**src/rtl/mem_write_buffer.sv**
```systemverilog
// Posted-write FIFO between the ALU memory-write port and the data-memory bus.
// Queues up to depth {addr, data} writes and drains them in order over valid/ready.
module mem_write_buffer #(
  parameter int mem_addr_width = 16,
  parameter int data_width     = 32,
  parameter int depth          = 4
) (
  input  logic                       clk_i,
  input  logic                       reset_ni,
  input  logic                       w_valid_i,
  input  logic [mem_addr_width-1:0]  w_addr_i,
  input  logic [data_width-1:0]      w_write_i,
  output logic                       full_o,
  output logic                       empty_o,
  output logic [$clog2(depth):0]     count_o,
  output logic                       overflow_o,
  output logic                       m_valid_o,
  output logic [mem_addr_width-1:0]  m_addr_o,
  output logic [data_width-1:0]      m_data_o,
  input  logic                       m_ready_i
);

  localparam int ptr_w = $clog2(depth);
  localparam int cnt_w = ptr_w + 1;
  localparam logic [cnt_w-1:0] depth_c = cnt_w'(depth);

  // Memory handshake: an entry transfers on any rising edge where m_valid_o
  // and m_ready_i are both high; m_valid_o never depends on m_ready_i, and
  // m_addr_o/m_data_o hold steady while m_valid_o is high and m_ready_i low.

  logic [mem_addr_width-1:0] addr_mem [depth];
  logic [data_width-1:0]     data_mem [depth];
  logic [ptr_w-1:0]          wp, rp;
  logic [cnt_w-1:0]          count;
  logic                      overflow;
  logic                      pop, push, drop;

  assign pop  = (count != '0) && m_ready_i;
  // A full buffer still accepts a write in the cycle it drains the head.
  assign push = w_valid_i && ((count != depth_c) || pop);
  assign drop = w_valid_i && (count == depth_c) && !pop;

  always_ff @(posedge clk_i or negedge reset_ni) begin
    if (!reset_ni) begin
      wp       <= '0;
      rp       <= '0;
      count    <= '0;
      overflow <= 1'b0;
    end else begin
      if (push) wp <= wp + 1'b1;
      if (pop)  rp <= rp + 1'b1;
      if (push && !pop)      count <= count + 1'b1;
      else if (pop && !push) count <= count - 1'b1;
      if (drop) overflow <= 1'b1;
    end
  end

  // Storage is not reset; only the pointers decide which entries are live.
  always_ff @(posedge clk_i) begin
    if (push) begin
      addr_mem[wp] <= w_addr_i;
      data_mem[wp] <= w_write_i;
    end
  end

  assign count_o    = count;
  assign full_o     = (count == depth_c);
  assign empty_o    = (count == '0);
  assign m_valid_o  = (count != '0);
  assign overflow_o = overflow;
  assign m_addr_o   = addr_mem[rp];
  assign m_data_o   = data_mem[rp];

endmodule

```
**config.mk**
```make
export PLATFORM = sky130hd
export DESIGN_NAME = mem_write_buffer
export DESIGN_NICKNAME = d
export VERILOG_FILES = /design/src/rtl/mem_write_buffer.sv
export SDC_FILE = /design/constraint.sdc
export NUM_CORES = 1
export LEC_CHECK = 0
export CELL_PAD_IN_SITES_DETAIL_PLACEMENT = 1
export CELL_PAD_IN_SITES_GLOBAL_PLACEMENT = 1
export CORE_MARGIN = 3
export CORE_UTILIZATION = 47
export DETAILED_ROUTE_END_ITERATION = 10
export PLACE_DENSITY_LB_ADDON = 0.1
export SLEW_MARGIN = 15
export SYNTH_ARGS = -nofsm -noshare
export SYNTH_HDL_FRONTEND = slang
export SYNTH_SLANG_ARGS = --single-unit
```
**constraint.sdc**
```tcl
create_clock -name clk_i -period 2.9 [get_ports clk_i]
set_input_delay 0.58 -clock clk_i [delete_from_list [all_inputs] [get_ports clk_i]]
set_output_delay 0.58 -clock clk_i [all_outputs]
set_load 0.005 [all_outputs]
```
==> results.cfg <==
[status]
outcome = finished, final reports clean

[setup_path]
critPathLaunch = rp[0]$_DFFE_PN0N_
crit_slowest_cell = mux4_2
endpoint = m_data_o[20]
path_cells = buf_12 -> mux4_2 -> clkdlybuf4s50_1
endpoint_kind = output pin
reg2reg_from = count_o[1]$_DFFE_PN0P_
worstPathRequired_ns = 2.32
critPathTopFamily = buffers and inverters
critPathBufInv = 2
cpPeakStageDelay_ns = 0.57
reg2regPathDepth = 8
crit_arrival_ns = 2.21
rr_endpoint = count_o[2]$_DFFE_PN0P_
cp-start-kind = flip-flop
crit_cells = 3
reg2reg_slack_ns = 0.66
worstPathMaxFanout = 30
critical_path_class = flip-flop to output pin

[routing]
post_drt_wl_per_cell_um = 22.08
top_layer_used = met4
via_per_inst = 5.258
vias = 3365
routed_wl_um = 14130
dr.pass1.iters = 4
wl_met1_um = 6191
antenna_left = 0
met3_wirelength_um = 623
drc_errors = 0
drt_iter0_markers = 241
wl_met2_um = 7142

[clock_tree]
htree_levels = 4
insertion_delay_ns = 0.44
cts_hold_buf = 0
cts_resized = 0
clk_path_buf_depth = 2
tritoncts = yes
cts_sinks = 200
cts_root_buffer = clkbuf_16
clk_pin_slew_worst_paths_ns = 0.07
cts_buffers = 17
cts_setup_buffers = 0

[timing]
finalCriticalPeriod_ns = 2.793
rsz0062_at_grt = false
max_slew_margin = 0.7106
setup-tns-final_ns = 0
finalHoldViolations = 0
worstMarginPinSlew_ns = 0.4341
slew_violations = 0
fmax_ghz = 0.3581
setup_viol = 0
skew_ns = 0.006955
layout_setup_ws_ns = 0.1072
fin_crit_sh = 0.9630

[logic_synthesis]
synth_ff_type = edfxtp_1
ys_seq_area_frac = 0.8054
yosys-top-cells-area = edfxtp_1, mux4_2, dfrtp_1
synth_cell_types = 23
synth_warnings = 0
synth.most_common_cell = edfxtp_1
yosys.area.top_type = edfxtp_1
synth_fp_nets = 348
synth.ff_latch_count = 200
avgSynthCellArea_um2 = 25.54
yosysTopAreaCellShare = 0.7784
synth_cells = 290
synth.top_cells.by_count = edfxtp_1, mux4_2, dfrtp_1
netlist_area_mm2 = 0.007407
synth_edf_count = 192
async_reset_ff_frac = 0.04000

[pwr]
power.density_mw_per_mm2 = 1021
leakage_nw = 3.105
peakVddDrop_mv = 0.5642

[placement]
place_ws_ns = 0.3927
portBuffers = 106
dp_hpwl_um = 8656
placed_area_mm2 = 0.008813
finalWeightedCongestion = 0.6763
dpl.cell_count = 608

[layout]
syn_to_final_growth_pct = 27.75
final_nets = 474
final_core_util = 0.6179
layout-drive-gt1-share = 0.2424
fin_cells = 640
finalInstanceArea_mm2 = 0.009463
nFillCells = 1275
n_antenna_cell = 0

[grt]
grt_max_degree = 37
grt_use_total = 0.1718
grt_pass1_vias = 3793
grt_pass1_wl_um = 22220
grt.overflow.total = 0
antenna_found_initial = 0

[floorplan]
fp.dieW_um = 131.5
dieArea_mm2 = 0.01730
initial_core_util = 0.4837
rows = 45
fp.dieH_um = 131.5
core-area_mm2 = 0.01531
io_pins = 107

[min_path]
hold_path.class = input pin to async pin

[flow_run]
maxCapViolCount = 0
==> state kept, by name (all words and copies together) (netlist names) <==
name        cells
rp              2
count_o         3
data_mem      128
overflow_o      1
addr_mem       64
wp              2
==> layer usage <==
metal  up-vias  track usage
li1       1474            -
met1      1784       0.2260
met2        95       0.2759
met3        12      0.05207
met4         0      0.05951
met5         -            0
==> report_power, final <==
| group | leakage (nW) | total [mW] | switching, mW | internal (mW) |
|---|---|---|---|---|
| clock | 0.314 | 2.57 | 1.04 | 1.53 |
| combinational | 0.941 | 3.09 | 1.28 | 1.82 |
| sequential | 1.85 | 4.00 | 0.184 | 3.82 |
==> cells in the final DEF (no fill, tap or decap), types with 2 or more instances in the layout <==
cell / Yosys / routed
clkbuf_16: 0 / 17
inv_1: 4 / 4
xor2_1: 2 / 2
clkinv_4: 0 / 3
clkdlybuf4s50_1: 0 / 106
xnor2_1: 4 / 4
clkinv_2: 0 / 3
clkinvlp_4: 0 / 2
dfrtp_1: 8 / 6
mux4_2: 48 / 48
edfxtp_1: 192 / 192
buf_4: 1 / 7
ha_1: 5 / 5
bufinv_16: 0 / 5
inv_6: 0 / 2
and2_2: 4 / 4
buf_12: 0 / 6
==> logic make-up (layout without fill, tap and decap cells) <==
group                      after synthesis  in the layout  synth area share
buffers and inverters                   16            155           0.01503
adders and majority gates                6              6           0.01115
AOI/OAI and AO/OA                        1              1          0.001183
DFF                                    200            200            0.8054
xor gates and xnor gates                 6              6          0.007095
muxes                                   50             50            0.1495
and+or+nand+nor                         11             11           0.01064
==> layout make-up <==
cell class / instances / area, µm² / share of cell area
Multi-Input combinational cell: 74 / 1330 / 0.1406
Sequential cell: 200 / 5971 / 0.6310
Clock buffer: 17 / 425.4 / 0.04496
Tap cell: 211 / 264.0 / 0.02790
Timing Repair Buffer: 119 / 1234 / 0.1304
Inverter: 4 / 15.01 / 0.001587
Clock inverter: 15 / 224.0 / 0.02367
==> per-stage QoR <==
| stage | power, mW | hold slack, ns |
|---|---|---|
| after floorplan | 5.597 | 0.2844 |
| after global placement | 7.176 | 0.4513 |
| after detailed placement | 7.227 | 0.4492 |
| after CTS | 9.818 | 0.4345 |
| after global routing | 10.13 | 0.4434 |
| final | 9.663 | 0.4295 |
==> worst min-delay path by stage <==
stage / to / from / depth (start not counted)
after floorplan: count_o[0]$_DFFE_PN0P_ / reset_ni / 0
after global placement: overflow_o$_DFFE_PN0P_ / overflow_o$_DFFE_PN0P_ / 1
after detailed placement: overflow_o$_DFFE_PN0P_ / overflow_o$_DFFE_PN0P_ / 1
after CTS: count_o[0]$_DFFE_PN0P_ / reset_ni / 1
after global routing: count_o[0]$_DFFE_PN0P_ / reset_ni / 1
final: count_o[0]$_DFFE_PN0P_ / reset_ni / 1
(Power assumes the default switching activity.)
